==> src/rtl/mul_share_ctrl_if.sv <==
// Request and response channels between the attention-datapath requesters
// and the shared-multiplier scheduler.
interface mul_share_ctrl_if #(
    parameter int NUM_REQ    = 4,
    parameter int DATA_WIDTH = 8,
    parameter int PROD_WIDTH = 2 * DATA_WIDTH,
    parameter int ID_WIDTH   = ($clog2(NUM_REQ) > 1) ? $clog2(NUM_REQ) : 1
);
    logic [NUM_REQ-1:0]            req_valid;
    logic [NUM_REQ-1:0]            req_ready;
    logic [NUM_REQ*DATA_WIDTH-1:0] req_a;
    logic [NUM_REQ*DATA_WIDTH-1:0] req_b;
    logic                          rsp_valid;
    logic                          rsp_ready;
    logic [PROD_WIDTH-1:0]         rsp_data;
    logic [ID_WIDTH-1:0]           rsp_id;

    modport master (
        output req_valid, req_a, req_b, rsp_ready,
        input  req_ready, rsp_valid, rsp_data, rsp_id
    );

    modport slave (
        input  req_valid, req_a, req_b, rsp_ready,
        output req_ready, rsp_valid, rsp_data, rsp_id
    );
endinterface

==> src/rtl/mul_share_ctrl.sv <==
// Round-robin scheduler sharing one registered multiplier among NUM_REQ
// requesters: grant (IDLE) -> enable multiplier (MUL) -> return product (RESP).
module mul_share_ctrl #(
    parameter int NUM_REQ    = 4,
    parameter int DATA_WIDTH = 8,
    parameter int PROD_WIDTH = 2 * DATA_WIDTH,
    parameter int ID_WIDTH   = ($clog2(NUM_REQ) > 1) ? $clog2(NUM_REQ) : 1,
    parameter int CNT_WIDTH  = 16
) (
    input  logic                  clk,
    input  logic                  rst,
    mul_share_ctrl_if.slave       bus,
    output logic                  mul_ebl,
    output logic [DATA_WIDTH-1:0] mul_a,
    output logic [DATA_WIDTH-1:0] mul_b,
    input  logic [PROD_WIDTH-1:0] mul_out,
    output logic                  busy,
    output logic [CNT_WIDTH-1:0]  op_count
);

    typedef enum logic [1:0] {IDLE = 2'd0, MUL = 2'd1, RESP = 2'd2} state_t;

    localparam logic [ID_WIDTH:0]   NUM_REQ_W = (ID_WIDTH + 1)'(NUM_REQ);
    localparam logic [ID_WIDTH-1:0] LAST_ID   = ID_WIDTH'(NUM_REQ - 1);

    state_t                state_reg, state_next;
    logic [ID_WIDTH-1:0]   rr_ptr_reg, rr_ptr_next;
    logic [ID_WIDTH-1:0]   id_reg, id_next;
    logic [DATA_WIDTH-1:0] op_a_reg, op_a_next;
    logic [DATA_WIDTH-1:0] op_b_reg, op_b_next;
    logic [CNT_WIDTH-1:0]  op_count_reg, op_count_next;

    logic [DATA_WIDTH-1:0] slice_a [NUM_REQ];
    logic [DATA_WIDTH-1:0] slice_b [NUM_REQ];
    logic [ID_WIDTH-1:0]   cand_idx [NUM_REQ];
    logic                  cand_valid [NUM_REQ];
    logic [NUM_REQ-1:0]    grant_onehot;
    logic                  grant_found;
    logic [ID_WIDTH-1:0]   grant_idx;

    // Candidate gi is requester (rr_ptr + 1 + gi) mod NUM_REQ, so candidate 0
    // is the one with highest priority this cycle.
    genvar gi;
    generate
        for (gi = 0; gi < NUM_REQ; gi++) begin : g_req
            logic [ID_WIDTH:0] sum;
            assign slice_a[gi]      = bus.req_a[gi*DATA_WIDTH +: DATA_WIDTH];
            assign slice_b[gi]      = bus.req_b[gi*DATA_WIDTH +: DATA_WIDTH];
            assign sum              = {1'b0, rr_ptr_reg} + (ID_WIDTH + 1)'(gi + 1);
            assign cand_idx[gi]     = (sum >= NUM_REQ_W) ? ID_WIDTH'(sum - NUM_REQ_W)
                                                         : sum[ID_WIDTH-1:0];
            assign cand_valid[gi]   = bus.req_valid[cand_idx[gi]];
            assign grant_onehot[gi] = (grant_idx == ID_WIDTH'(gi));
        end
    endgenerate

    always_comb begin
        grant_found = 1'b0;
        grant_idx   = '0;
        for (int k = 0; k < NUM_REQ; k++) begin
            if (!grant_found && cand_valid[k]) begin
                grant_found = 1'b1;
                grant_idx   = cand_idx[k];
            end
        end
    end

    always_ff @(posedge clk or negedge rst) begin
        if (!rst) begin
            state_reg    <= IDLE;
            rr_ptr_reg   <= LAST_ID;
            id_reg       <= '0;
            op_a_reg     <= '0;
            op_b_reg     <= '0;
            op_count_reg <= '0;
        end else begin
            state_reg    <= state_next;
            rr_ptr_reg   <= rr_ptr_next;
            id_reg       <= id_next;
            op_a_reg     <= op_a_next;
            op_b_reg     <= op_b_next;
            op_count_reg <= op_count_next;
        end
    end

    always_comb begin
        state_next    = state_reg;
        rr_ptr_next   = rr_ptr_reg;
        id_next       = id_reg;
        op_a_next     = op_a_reg;
        op_b_next     = op_b_reg;
        op_count_next = op_count_reg;
        bus.req_ready = '0;
        bus.rsp_valid = 1'b0;
        bus.rsp_data  = '0;
        bus.rsp_id    = '0;
        mul_ebl       = 1'b0;
        mul_a         = '0;
        mul_b         = '0;
        case (state_reg)
            IDLE: begin
                // No grant while reset is held, so every output reads 0 in reset.
                if (grant_found && rst) begin
                    bus.req_ready = grant_onehot;
                    op_a_next     = slice_a[grant_idx];
                    op_b_next     = slice_b[grant_idx];
                    id_next       = grant_idx;
                    rr_ptr_next   = grant_idx;
                    state_next    = MUL;
                end
            end
            MUL: begin
                mul_ebl    = 1'b1;
                mul_a      = op_a_reg;
                mul_b      = op_b_reg;
                state_next = RESP;
            end
            RESP: begin
                bus.rsp_valid = 1'b1;
                bus.rsp_data  = mul_out;
                bus.rsp_id    = id_reg;
                if (bus.rsp_ready) begin
                    op_count_next = op_count_reg + CNT_WIDTH'(1);
                    state_next    = IDLE;
                end
            end
            default: state_next = IDLE;
        endcase
    end

    assign busy     = (state_reg != IDLE);
    assign op_count = op_count_reg;

endmodule
==> src/flat_wrapper.sv <==
// flat-port wrapper written by rule: the top's interface ports become plain ports
module mul_share_ctrl_flat 
#(
    parameter int NUM_REQ    = 4,
    parameter int DATA_WIDTH = 8,
    parameter int PROD_WIDTH = 2 * DATA_WIDTH,
    parameter int ID_WIDTH   = ($clog2(NUM_REQ) > 1) ? $clog2(NUM_REQ) : 1,
    parameter int CNT_WIDTH  = 16
)
  (clk, rst, mul_ebl, mul_a, mul_b, mul_out, busy, op_count, bus_req_valid, bus_req_a, bus_req_b, bus_rsp_ready, bus_req_ready, bus_rsp_valid, bus_rsp_data, bus_rsp_id);
  mul_share_ctrl_if #(.NUM_REQ(NUM_REQ), .DATA_WIDTH(DATA_WIDTH), .PROD_WIDTH(PROD_WIDTH), .ID_WIDTH(ID_WIDTH)) bus_i ();
  input  logic clk;
  input  logic rst;
  output logic mul_ebl;
  output logic [DATA_WIDTH-1:0] mul_a;
  output logic [DATA_WIDTH-1:0] mul_b;
  input  logic [PROD_WIDTH-1:0] mul_out;
  output logic busy;
  output logic [CNT_WIDTH-1:0] op_count;
  input wire logic [$bits(bus_i.req_valid)-1:0] bus_req_valid;
  input wire logic [$bits(bus_i.req_a)-1:0] bus_req_a;
  input wire logic [$bits(bus_i.req_b)-1:0] bus_req_b;
  input wire logic [$bits(bus_i.rsp_ready)-1:0] bus_rsp_ready;
  output wire logic [$bits(bus_i.req_ready)-1:0] bus_req_ready;
  output wire logic [$bits(bus_i.rsp_valid)-1:0] bus_rsp_valid;
  output wire logic [$bits(bus_i.rsp_data)-1:0] bus_rsp_data;
  output wire logic [$bits(bus_i.rsp_id)-1:0] bus_rsp_id;
  assign bus_i.req_valid = bus_req_valid;
  assign bus_i.req_a = bus_req_a;
  assign bus_i.req_b = bus_req_b;
  assign bus_i.rsp_ready = bus_rsp_ready;
  assign bus_req_ready = bus_i.req_ready;
  assign bus_rsp_valid = bus_i.rsp_valid;
  assign bus_rsp_data = bus_i.rsp_data;
  assign bus_rsp_id = bus_i.rsp_id;
  mul_share_ctrl #(.NUM_REQ(NUM_REQ), .DATA_WIDTH(DATA_WIDTH), .PROD_WIDTH(PROD_WIDTH), .ID_WIDTH(ID_WIDTH), .CNT_WIDTH(CNT_WIDTH)) u_core (.clk(clk), .rst(rst), .bus(bus_i), .mul_ebl(mul_ebl), .mul_a(mul_a), .mul_b(mul_b), .mul_out(mul_out), .busy(busy), .op_count(op_count));
endmodule
==> config.mk <==
export PLATFORM = sky130hd
export DESIGN_NAME = mul_share_ctrl_flat
export DESIGN_NICKNAME = d
export VERILOG_FILES = /design/src/rtl/mul_share_ctrl_if.sv /design/src/rtl/mul_share_ctrl.sv /design/src/flat_wrapper.sv
export SDC_FILE = /design/constraint.sdc
export NUM_CORES = 1
export LEC_CHECK = 0
export ABC_CLOCK_PERIOD_IN_PS = 2000
export BUFFER_PORTS_ARGS = -buffer_cell sky130_fd_sc_hd__buf_2
export CAP_MARGIN = 30
export CORE_MARGIN = 5
export CORE_UTILIZATION = 40
export CTS_CLUSTER_DIAMETER = 50
export CTS_CLUSTER_SIZE = 14
export DETAILED_ROUTE_END_ITERATION = 8
export HOLD_SLACK_MARGIN = 0.08
export PLACE_DENSITY = 0.84
export SYNTH_ARGS = -nofsm -noshare
export SYNTH_HDL_FRONTEND = slang
export SYNTH_SLANG_ARGS = --single-unit
==> constraint.sdc <==
create_clock -name clk -period 2 [get_ports clk]
set_input_delay 0.2 -clock clk [delete_from_list [all_inputs] [get_ports clk]]
set_output_delay 0.2 -clock clk [all_outputs]
set_load 0.005 [all_outputs]
After elaboration in Yosys (flattened, before gate mapping). Cells that the tools add are included.

Word-level logic and storage cells: 82. Flip-flop bits (word level): 38.

Add/sub/neg operators: 9. Equality and inequality tests: 7. Reductions and logical operators: 13. Bitwise gates (word level): 1. Muxes and demuxes: 37. $lt $le $gt $ge: 9.

Operator list (count): $mux W8 (6); $bmux W8 S2 (2); $mux W2 (11); $add A16 B1 Y16 const B (1); $mux W16 (1); $ge A3 B3 Y1 const B (5); $lt A2 B3 Y1 const B (4); $mux W1 (10); $bmux W1 S2 (4); $mux W4 (2); $sub A2 B1 Y2 const B (4); $add A2 B2 Y3 const B (2); $eq A2 B2 Y1 const B (3); $pmux W2 S3 (1); $reduce_and A2 Y1 (3); $eq A2 B1 Y1 const B (2); $logic_and A1 B1 Y1 (4); $logic_not A2 Y1 (2); $add A2 B1 Y3 const B (1); $add A2 B3 Y3 const B (1); $logic_not A1 Y1 (3); $not A2 Y3 (1); $ne A2 B1 Y1 const B (1); $ne A2 B2 Y1 const B (1); $reduce_bool A2 Y1 (1).

Depth between registers and ports, before layout. Gate-level depths: netlist (run 1).

Depth after elaboration: 19. Mapped depth: 7. Mapped depth without buffers: 6.

Least setup slack after synthesis (run 1). No wires, ideal clock.

Path kind: reg-to-reg. From: register u_core.rr_ptr_reg[1]. To: register u_core.op_a_reg[7]. Setup time: 126 ps. Slack: 21 ps. Data required time: 1874 ps. Cell stages (with the launch flop): 7. Buffers on the path: 1. Arrival time: 1853 ps. Cells stage by stage: dfstp_2 -> nand2b_1 -> a21oi_2 -> o221ai_4 -> buf_8 -> mux2_4 -> a221o_1.

Cells in the longest elaborated chain, start to end: 19.

Ends and longest elaborated chain: from (decl) (RTL line mul_share_ctrl.sv:27) `logic [ID_WIDTH-1:0] rr_ptr_reg, rr_ptr_next;`; from (signal assigned) (RTL line mul_share_ctrl.sv:78) `rr_ptr_reg <= rr_ptr_next;`; $add A2 B1 Y3 (RTL line mul_share_ctrl.sv:49) `assign sum = {1'b0, rr_ptr_reg} + (ID_WIDTH + 1)'(gi + 1);`; $ge A3 B3 Y1 or $sub A2 B1 Y2 (tied branches) (RTL line mul_share_ctrl.sv:50) `assign cand_idx[gi] = (sum >= NUM_REQ_W) ? ID_WIDTH'(sum - NUM_REQ_W)`; $mux W2 (RTL line mul_share_ctrl.sv:50); $bmux W1 S2 (RTL line mul_share_ctrl.sv:52) `assign cand_valid[gi] = bus.req_valid[cand_idx[gi]];`; $mux W1 (not written as such) (RTL line mul_share_ctrl.sv:52); $mux W1 (RTL line mul_share_ctrl.sv:61) `if (!grant_found && cand_valid[k]) begin`; $logic_not A1 Y1 (RTL line mul_share_ctrl.sv:61); $logic_and A1 B1 Y1 (RTL line mul_share_ctrl.sv:61); [2 not listed]; $logic_and A1 B1 Y1 (RTL line mul_share_ctrl.sv:61); $mux W1 (RTL line mul_share_ctrl.sv:61); $logic_not A1 Y1 (RTL line mul_share_ctrl.sv:61); $logic_and A1 B1 Y1 (RTL line mul_share_ctrl.sv:61); $mux W2 (RTL line mul_share_ctrl.sv:61); $not A2 Y3 (not written as such) (RTL line mul_share_ctrl.sv:105) `op_a_next = slice_a[grant_idx];`; $bmux W8 S2 (RTL line mul_share_ctrl.sv:105); $mux W8 (not written as such) (2 in a row) (RTL line mul_share_ctrl.sv:105); to (signal assigned) (RTL line mul_share_ctrl.sv:80) `op_a_reg <= op_a_next;`; to (decl) (RTL line mul_share_ctrl.sv:29) `logic [DATA_WIDTH-1:0] op_a_reg, op_a_next;`.

Parallel ways exist; a longest one is shown, timed or not. The select of a mux whose other input is x is not followed. A chain may end at the register's enable or synchronous reset.

Final worst setup path (run 1).
From: register u_core.rr_ptr_reg[1]. To: register u_core.op_b_reg[3].

Cells in the longest elaborated chain, start to end: 19.

Ends and longest elaborated chain: $add A2 B1 Y3 (RTL line mul_share_ctrl.sv:49); $ge A3 B3 Y1 or $sub A2 B1 Y2 (tied branches) (RTL line mul_share_ctrl.sv:50); $mux W2 (RTL line mul_share_ctrl.sv:50); $bmux W1 S2 (RTL line mul_share_ctrl.sv:52); $mux W1 (not written as such) (RTL line mul_share_ctrl.sv:52); $mux W1 (RTL line mul_share_ctrl.sv:61); $logic_not A1 Y1 (RTL line mul_share_ctrl.sv:61); $logic_and A1 B1 Y1 (RTL line mul_share_ctrl.sv:61); [2 not listed]; $logic_and A1 B1 Y1 (RTL line mul_share_ctrl.sv:61); $mux W1 (RTL line mul_share_ctrl.sv:61); $logic_not A1 Y1 (RTL line mul_share_ctrl.sv:61); $logic_and A1 B1 Y1 (RTL line mul_share_ctrl.sv:61); $mux W2 (RTL line mul_share_ctrl.sv:61); $not A2 Y3 (not written as such) (RTL line mul_share_ctrl.sv:106) `op_b_next = slice_b[grant_idx];`; $bmux W8 S2 (RTL line mul_share_ctrl.sv:106); $mux W8 (not written as such) (2 in a row) (RTL line mul_share_ctrl.sv:106); to (signal assigned) (RTL line mul_share_ctrl.sv:81) `op_b_reg <= op_b_next;`; to (decl) (RTL line mul_share_ctrl.sv:30) `logic [DATA_WIDTH-1:0] op_b_reg, op_b_next;`.

Parallel ways exist; a longest one is shown, timed or not. The select of a mux whose other input is x is not followed.

==> impl_metrics.env, run 1 <==
export IMPL_cts_tree="yes"
export IMPL_hold_path_class="in2reg"
export IMPL_totalWireLength_um=7557
export IMPL_drive_gt1_frac=0.5297
export IMPL_violations="negative setup slack"
export IMPL_initial_core_util=0.4145
export IMPL_synthAdderAreaFrac=0.005068
export IMPL_fin_crit_ps=2103
export IMPL_gp_congestion=0.8308
export IMPL_max_freq_mhz=475.5
export IMPL_cpMaxStageDelayCell="dfstp_2"
export IMPL_cap_viol_max_count=0
export IMPL_rsz0062_at_grt="yes"
export IMPL_drc=0
export IMPL_grt_pass1_vias=2375
export IMPL_area_growth_pct=53.37
export IMPL_largest_reg_flops=16
export IMPL_routed_via_density=4.998
export IMPL_synth_compound_gate_area_share=0.09275
export IMPL_async_flop_share=1.000
export IMPL_num_vias=2479
export IMPL_grt_start_max_net_pins=39
export IMPL_cts_root_buffer_cell="clkbuf_8"
export IMPL_synth_edf_count=0
export IMPL_mostFrequentLayoutCells="buf_2, nand3_1, dfrtp_1"
export IMPL_slew_viol_final=0
export IMPL_path_max_fanout=8
export IMPL_synth_xor_area_frac=0.05322
export IMPL_fillers=484
export IMPL_clockBufferDepth=2
export IMPL_yosysUniqueCellTypes=37
export IMPL_setup_violations=20
export IMPL_final_common_cell="buf_2"
export IMPL_synth_simple_area_share=0.2636
export IMPL_max_slew_margin_rel=0.6792
export IMPL_p_leak_nw=2.037
export IMPL_worst_setup_path_start_kind="flip-flop"
export IMPL_critPathMaxStageDelay_ps=620
export IMPL_post_route_period_util=1.052
export IMPL_yosysWarnings=0
export IMPL_required_ps=2170
export IMPL_clock_latency_ps=290
export IMPL_track_usage=0.1777
export IMPL_htreeDepth=2
export IMPL_grt_ovfl_total=0
export IMPL_power_density_nw_per_um2=1155
export IMPL_fin_ws_ps=-103.2
export IMPL_synth_area_um2=2469
export IMPL_wl_per_cell_um=15.24
export IMPL_timing_hold_ws_ps=213.1
export IMPL_path_cells="nand2b_4, a21oi_4, o221ai_4, buf_12, buf_4, mux2_4, a221o_1"
export IMPL_skew_ps=7.700
export IMPL_finalPower_w=0.004371
export IMPL_nNetsFinal=508
export IMPL_cp_data_arrival_time_ps=2280
export IMPL_antenna_found_initial=0
export IMPL_peakVddDrop_uv=770.6
export IMPL_cts_sinks=38
export IMPL_grt_pass1_wl_um=11050
export IMPL_place_area_um2=3332
export IMPL_syn_nets=335
export IMPL_tightest_slew_ps=481.2
export IMPL_endpoint_kind="flip-flop"
export IMPL_antennaDiodeCount=0
export IMPL_io_buffers=143
export IMPL_die_area_um2=7843
export IMPL_avgSynthCellArea_um2=9.994
export IMPL_design_area_um2=3786
export IMPL_synthMuxAreaShare=0.1571
export IMPL_ys_flop_type="dfrtp_1"
export IMPL_die_width_um=88.56
export IMPL_hpwl_um=5367
export IMPL_final_hold_viol_count=0
export IMPL_synth_top_family_by_area="simple AND/OR/NAND/NOR gates"
export IMPL_rrSetupSlack_ps=-100
export IMPL_drt_iter0_drc=91
export IMPL_antenna_left=0
export IMPL_path_clk_slew_ps=80
export IMPL_synthCells=247
export IMPL_numCtsBuffers=5
export IMPL_path_class="reg2reg"
export IMPL_drtPass1Iterations=4
export IMPL_row_count=28
export IMPL_coreArea_um2=5956
export IMPL_status="finished, violations left"
export IMPL_ios=144
export IMPL_synth_seq_cells=38
export IMPL_die_h_um=88.56
export IMPL_synth_seq_area_share=0.3862
==> logic make-up (layout without fill, tap and decap cells) <==
group           Yosys count  in the layout
mux                      34             34
simple gates            121            121
xor+xnor                 15             15
fa+ha+maj                 1              1
buf+inv                  17            191
compound gates           21             21
flops                    38             38
==> stage by stage <==
step | setup slack (ps) | cells | util | setup TNS (ps)
finish | -103.2 | 496 | 0.6357 | -1453
global route | -179.0 | 496 | 0.6357 | -2792
CTS | -101.6 | 489 | 0.6126 | -648.4
detailed placement | -24.04 | 465 | 0.5595 | -25.45
global placement | 31.18 | 465 | 0.5595 | 0
floorplan | 20.75 | 247 | - | 0
==> per-layer routing <==
| layer | share of wire | GRT usage | up-vias | wire (um) |
|---|---|---|---|---|
| met1 | 0.40 | 0.2176 | 1163 | 3055 |
| met2 | 0.52 | 0.3195 | 93 | 3965 |
| li1 | - | - | 1215 | - |
| met4 | 0.0087 | 0.04121 | 0 | 66 |
| met3 | 0.062 | 0.03724 | 8 | 470 |
| met5 | 0 | 0 | - | 0 |
==> power breakdown <==
group | switching [W] | internal [W]
sequential | 0.000200 | 0.00104
clock | 0.000277 | 0.000532
combinational | 0.000998 | 0.00132
==> critical path, delay by kind of cell (launching register included) <==
kind	cells	cell delay, ps
flip-flops	1	620
buffers and inverters	2	290
multiplexers	1	280
AO/OA/AOI/OAI	3	650
AND/OR/NAND/NOR	1	160
==> synthesized netlist by cell type, drive strengths merged (2+ instances only) <==
cell,count,area share
inv,2,0.0030
and2,35,0.089
a21oi,2,0.0056
nand3,37,0.075
dfrtp,36,0.36
and2b,2,0.0061
nand2b,2,0.0051
or2,3,0.0076
nand2,18,0.027
xnor2,12,0.043
buf,9,0.030
dfstp,2,0.021
clkbuf,6,0.0091
nor2b,3,0.0076
mux2,17,0.088
and3,3,0.0076
nor2,12,0.018
a221o,16,0.065
xor2,3,0.011
mux2i,17,0.069
==> layout make-up <==
class | count | area [um2] | area share
Clock buffer | 6 | 82.58 | 0.02181
Clock inverter | 2 | 60.06 | 0.01586
Inverter | 2 | 10.01 | 0.002644
Multi-Input combinational cell | 192 | 1495 | 0.3949
Sequential cell | 38 | 953.4 | 0.2518
Tap cell | 75 | 93.84 | 0.02479
Timing Repair Buffer | 181 | 1091 | 0.2882
==> path summary, 6_finish.rpt <==
check / cells past startpoint / end / from
min: 3 / u_core.state_reg[1] / bus_rsp_ready
min in group asynchronous: 3 / u_core.op_count[0] / rst
max reg2reg: 7 / u_core.op_b_reg[3] / u_core.rr_ptr_reg[1]
min reg2reg: 1 / u_core.op_count[15] / u_core.op_count[15]
max in group asynchronous: 3 / u_core.rr_ptr_reg[1] / rst
max: 7 / u_core.op_b_reg[3] / u_core.rr_ptr_reg[1]
==> repair_timing <==
action	in CTS	in global routing
setup endpoints to repair	7	20
hold buffers	1	0
pin swaps	5	15
gates resized for setup	10	20
cloned	1	1
buffers inserted	15	8
endpoints found under the hold margin	36	0
Power figures use the tool's default switching activity.
==> run 2, diff against run 1 <==
CORE_MARGIN = 3   (was 5)
==> run 2 against run 1 <==
Against the previous run:
- clock skew decreased by 0.63 ps
- combinational power decreased by 6%
- the flow still finishes with violations (negative setup slack)
- clock-buffer cell count increased by 1
- global-route usage increased by 1.5 points
- critical endpoint is now u_core.op_a_reg[5]
- hold slack improved by 17 ps
- critical path depth decreased by 1
==> impl_metrics.env, run 2 (synthesized netlist as in run 1, its figures left out) <==
export IMPL_required_ps=2180
export IMPL_skew_ps=7.071
export IMPL_cp_data_arrival_time_ps=2220
export IMPL_cts_tree="yes"
export IMPL_die_h_um=84.56
export IMPL_crit_buf_inv=1
export IMPL_htreeDepth=2
export IMPL_cap_viol_max_count=0
export IMPL_io_buffers=143
export IMPL_worstHoldPathCells=3
export IMPL_hp_start="bus_rsp_ready"
export IMPL_worstReg2RegEnd="u_core.op_a_reg[5]"
export IMPL_r2r_start="u_core.rr_ptr_reg[1]"
export IMPL_violations="negative setup slack"
export IMPL_crit_family="compound AO/OA/AOI/OAI gates"
export IMPL_worst_setup_path_start_kind="flip-flop"
export IMPL_rrSetupSlack_ps=-40
export IMPL_path_class="reg2reg"
export IMPL_path_cells="nand2b_4, a21oi_2, o221ai_4, buf_2, mux2_2, a221o_1"
export IMPL_drc=0
export IMPL_drtPass1Iterations=4
export IMPL_initial_core_util=0.4298
export IMPL_post_route_period_util=1.022
export IMPL_status="finished, violations left"
export IMPL_antenna_left=0
export IMPL_path_clk_slew_ps=70
export IMPL_clock_latency_ps=290
export IMPL_finalPower_w=0.003891
export IMPL_drive_gt1_frac=0.5012
export IMPL_rsz0062_at_grt="yes"
export IMPL_nNetsFinal=495
export IMPL_cts_sinks=38
export IMPL_gp_congestion=0.8123
export IMPL_drt_iter0_drc=100
export IMPL_grt_ovfl_total=0
export IMPL_routed_via_density=5.075
export IMPL_coreArea_um2=5743
export IMPL_final_hold_viol_count=0
export IMPL_hold_path_class="in2reg"
export IMPL_num_vias=2431
export IMPL_path_max_fanout=6
export IMPL_wl_per_cell_um=14.94
export IMPL_fin_ws_ps=-44.30
export IMPL_antenna_found_initial=0
export IMPL_numCtsBuffers=5
export IMPL_grt_start_max_net_pins=39
export IMPL_power_density_nw_per_um2=1088
export IMPL_clockBufferDepth=2
export IMPL_setup_violations=16
export IMPL_finalNonFillerCells=479
export IMPL_row_count=27
export IMPL_tightest_slew_ps=480.4
export IMPL_die_area_um2=7150
export IMPL_track_usage=0.1932
export IMPL_peakVddDrop_uv=568.0
export IMPL_grt_pass1_vias=2484
export IMPL_worstHoldEndpoint="u_core.op_count[2]"
export IMPL_worstRegToRegCells=6
export IMPL_final_common_cell="buf_2"
export IMPL_grt_pass1_wl_um=11320
export IMPL_critPathMaxStageDelay_ps=580
export IMPL_cp_depth=6
export IMPL_max_slew_margin_rel=0.6770
export IMPL_hpwl_um=5183
export IMPL_max_freq_mhz=489.2
export IMPL_antennaDiodeCount=0
export IMPL_cts_root_buffer_cell="clkbuf_8"
export IMPL_die_width_um=84.56
export IMPL_dp_cells=462
export IMPL_p_leak_nw=1.919
export IMPL_fin_crit_ps=2044
export IMPL_ios=144
export IMPL_totalWireLength_um=7158
export IMPL_mostFrequentLayoutCells="buf_2, nand3_1, dfrtp_1"
export IMPL_endpoint_kind="flip-flop"
export IMPL_area_growth_pct=44.86
export IMPL_largest_reg_flops=16
export IMPL_slew_viol_final=0
export IMPL_cpMaxStageDelayCell="dfstp_2"
## run 2: changes by cell type in the layout (fill, tap and decap cells not counted), sizes merged
cell    before  now
bufbuf       0    2
buf        179  165
bufinv       2    0
## run 2: worst max path at each step
stage,start,endpoint
after detailed placement,u_core.rr_ptr_reg[1],u_core.op_a_reg[2]
after global placement,u_core.rr_ptr_reg[1],bus_req_ready[3]
final,u_core.rr_ptr_reg[1],u_core.op_a_reg[5]
after global routing,u_core.rr_ptr_reg[0],bus_req_ready[1]
after CTS,u_core.rr_ptr_reg[1],bus_req_ready[2]
after floorplan,u_core.rr_ptr_reg[1],u_core.op_a_reg[7]
## run 2: stage by stage
step | setup TNS (ps) | hold slack [ps] | setup slack [ps] | area (um2) | util
CTS | -146.0 | 216.1 | -39.33 | 3548 | 0.6179
floorplan | 0 | -95.59 | 20.75 | 2469 | -
finish | -375.1 | 229.6 | -44.30 | 3576 | 0.6227
global route | -1562 | 234.5 | -133.3 | 3576 | 0.6227
detailed placement | -1280 | 320.9 | -101.3 | 3307 | 0.5758
global placement | -906.3 | 309.7 | -250.8 | 3296 | 0.5739
## run 2: routing by layer
layer / up-vias / part of all wire / track usage / wire length (um)
li1: 1188 / - / - / -
met1: 1138 / 0.41 / 0.2223 / 2967
met2: 88 / 0.51 / 0.3552 / 3632
met3: 17 / 0.062 / 0.04809 / 444
met4: 0 / 0.016 / 0.04892 / 114
met5: - / 0 / 0 / 0
## run 2: worst reg2reg max path, cell delays in order, from the launching register on
cell,delay [ps]
dfstp_2,580
nand2b_4,140
a21oi_2,60
o221ai_4,270
buf_2,220
mux2_2,350
a221o_1,310
## run 2: report_power, final
part	switching (W)	internal, W	leakage (nW)
Clock	0.000253	0.000240	0.0383
Sequential	0.000181	0.00104	0.485
Combinational	0.000962	0.00121	1.40
## run 2: final cells by class
| type | instances | area (um2) |
|---|---|---|
| fill | 486 | 2167 |
| multi-input combinational | 192 | 1453 |
| timing repair buffer | 168 | 993.5 |
| sequential | 38 | 953.4 |
| tap | 72 | 90.09 |
| clock buffer | 7 | 76.32 |
| inverter | 2 | 10.01 |
## run 2: timing repair
item | in CTS | in global routing
buffers inserted | 5 | 1
cloned | 2 | 1
endpoints found under the setup margin | 20 | 20
hold buffers | 1 | 0
resized for setup | 13 | 3
pin swaps | 3 | 4
endpoints found under the hold margin | 36 | 0
==> run 3, diff against run 2 <==
BUFFER_PORTS_ARGS = -buffer_cell sky130_fd_sc_hd__buf_4   (was -buffer_cell sky130_fd_sc_hd__buf_2)
==> run 3 against run 2 <==
Against the previous run:
- the run still ends with negative setup slack left
- total power up 11%
- maximum frequency is 0.90% lower
- die area is the same
- critical endpoint is now bus_req_ready[3]
- highest routed layer unchanged
==> impl_metrics.env, run 3 (synthesized netlist as in run 1, its figures left out) <==
export IMPL_crit_family="flip-flops"
export IMPL_fin_ws_ps=-62.79
export IMPL_numCtsBuffers=5
export IMPL_wl_per_cell_um=15.79
export IMPL_multi_input_area_um2=1494
export IMPL_track_usage=0.2067
export IMPL_grt_ovfl_total=0
export IMPL_rsz0062_at_grt="yes"
export IMPL_max_freq_mhz=484.8
export IMPL_post_route_period_util=1.031
export IMPL_cp_data_arrival_time_ps=1860
export IMPL_fin_crit_ps=2063
export IMPL_coreArea_um2=5743
export IMPL_tns_ps=-564.9
export IMPL_antenna_left=0
export IMPL_die_width_um=84.56
export IMPL_num_vias=2506
export IMPL_power_density_nw_per_um2=1063
export IMPL_antenna_found_initial=0
export IMPL_clock_latency_ps=290
export IMPL_worstHoldEndpoint="u_core.state_reg[1]"
export IMPL_grt_pass1_wl_um=12210
export IMPL_path_class="reg2out"
export IMPL_slew_viol_final=0
export IMPL_drt_iter0_drc=109
export IMPL_path_cells="mux2i_2, o221ai_4, buf_12, buf_8, and2_4, buf_6"
export IMPL_cts_tree="yes"
export IMPL_status="finished, violations left"
export IMPL_die_h_um=84.56
export IMPL_io_buffers=143
export IMPL_dp_cells=460
export IMPL_drtPass1Iterations=4
export IMPL_path_max_fanout=7
export IMPL_final_common_cell="buf_4"
export IMPL_critPathMaxStageDelay_ps=590
export IMPL_gp_congestion=0.7879
export IMPL_nNetsFinal=501
export IMPL_fillers=438
export IMPL_skew_ps=5.387
export IMPL_finalNonFillerCells=486
export IMPL_worstRegToRegCells=7
export IMPL_endpoint_kind="output port"
export IMPL_final_hold_viol_count=0
export IMPL_hpwl_um=5519
export IMPL_initial_core_util=0.4298
export IMPL_clockBufferDepth=2
export IMPL_drc=0
export IMPL_cap_viol_max_count=0
export IMPL_largest_reg_flops=16
export IMPL_cpMaxStageDelayCell="dfstp_2"
export IMPL_worstHoldPathCells=3
export IMPL_die_area_um2=7150
export IMPL_worstReg2RegEnd="u_core.op_b_reg[2]"
export IMPL_grt_pass1_vias=2514
export IMPL_register_area_um2=953.4
export IMPL_htreeDepth=2
export IMPL_setup_violations=14
export IMPL_mostFrequentLayoutCells="buf_4, nand3_1, dfrtp_1"
export IMPL_routed_via_density=5.156
export IMPL_area_growth_pct=63.81
export IMPL_p_leak_nw=2.063
export IMPL_drive_gt1_frac=0.5217
export IMPL_row_count=27
export IMPL_ios=144
export IMPL_totalWireLength_um=7673
export IMPL_cts_sinks=38
export IMPL_cts_root_buffer_cell="clkbuf_8"
export IMPL_max_slew_margin_rel=0.6812
export IMPL_crit_buf_inv=3
export IMPL_path_clk_slew_ps=70
export IMPL_hold_path_class="in2reg"
export IMPL_place_area_um2=3671
export IMPL_tightest_slew_ps=474.3
export IMPL_r2r_start="u_core.rr_ptr_reg[1]"
export IMPL_design_area_um2=4044
export IMPL_hp_start="bus_rsp_ready"
export IMPL_worst_setup_path_start_kind="flip-flop"
export IMPL_timing_hold_ws_ps=217.3
export IMPL_required_ps=1800
export IMPL_rrSetupSlack_ps=-50
export IMPL_antennaDiodeCount=0
export IMPL_peakVddDrop_uv=666.0
export IMPL_grt_start_max_net_pins=39
export IMPL_violations="negative setup slack"
## run 3: cell count changes in the layout (fill, tap and decap cells not counted), sizes merged
cell and change:
buf +8, bufbuf -2, bufinv +1, clkbuf -2, clkinv +2
## run 3: area by class of cell
| type | count | share of cell area |
|---|---|---|
| flip-flops and latches | 38 | 0.2358 |
| repair buffers | 174 | 0.3431 |
| clock buffers | 5 | 0.01702 |
| multi-input cells | 192 | 0.3694 |
| well taps | 72 | 0.02228 |
| inverters | 2 | 0.002475 |
| clock inverters | 3 | 0.009901 |
## run 3: metrics by stage
stage / utilization / total power [W] / worst slack (ps)
final: 0.7041 / 0.004301 / -62.79
after global routing: 0.7041 / 0.004575 / -136.6
after CTS: 0.6858 / 0.004161 / -60.74
after detailed placement: 0.6392 / 0.003291 / -23.16
after global placement: 0.6392 / 0.003215 / 40.77
after floorplan: - / 0.002426 / 20.75
## run 3: what timing repair did
| action | 4_1_cts | 5_1_grt |
|---|---|---|
| buffers inserted | 10 | 7 |
| endpoints found under the hold margin | 36 | 0 |
| resized for setup | 19 | 13 |
| endpoints found under the setup margin | 14 | 20 |
| hold buffers | 1 | 0 |
| pin swaps | 11 | 6 |
## run 3: where the power goes
part	total (W)	internal, W	switching (W)
clock network	0.000648	0.000367	0.000281
logic	0.00242	0.00141	0.00101
registers	0.00123	0.00104	0.000193
total	0.00430	0.00282	0.00148
## run 3: worst max path at each step
stage                               from                  to  slack (ps)  depth (start not counted)
floorplan           u_core.rr_ptr_reg[1]  u_core.op_a_reg[7]          20                          6
global placement    u_core.rr_ptr_reg[0]  u_core.op_b_reg[0]          40                          7
detailed placement  u_core.rr_ptr_reg[0]  u_core.op_b_reg[2]         -20                          7
CTS                 u_core.rr_ptr_reg[1]    bus_req_ready[1]         -60                          6
global route        u_core.rr_ptr_reg[1]    bus_req_ready[1]        -140                          7
finish              u_core.rr_ptr_reg[1]    bus_req_ready[3]         -60                          6
## run 3: tightest hold or removal path, stage by stage
cell and delay (ps):
buf_4 130, inv_1 50, a21o_1 100
## run 3: layer usage
| layer | vias up | global-route usage | wire, um |
|---|---|---|---|
| li1 | 1202 | - | - |
| met1 | 1197 | 0.2561 | 3087 |
| met2 | 97 | 0.3630 | 3959 |
| met3 | 10 | 0.04711 | 522 |
| met4 | 0 | 0.05036 | 103 |
| met5 | - | 0 | 0 |
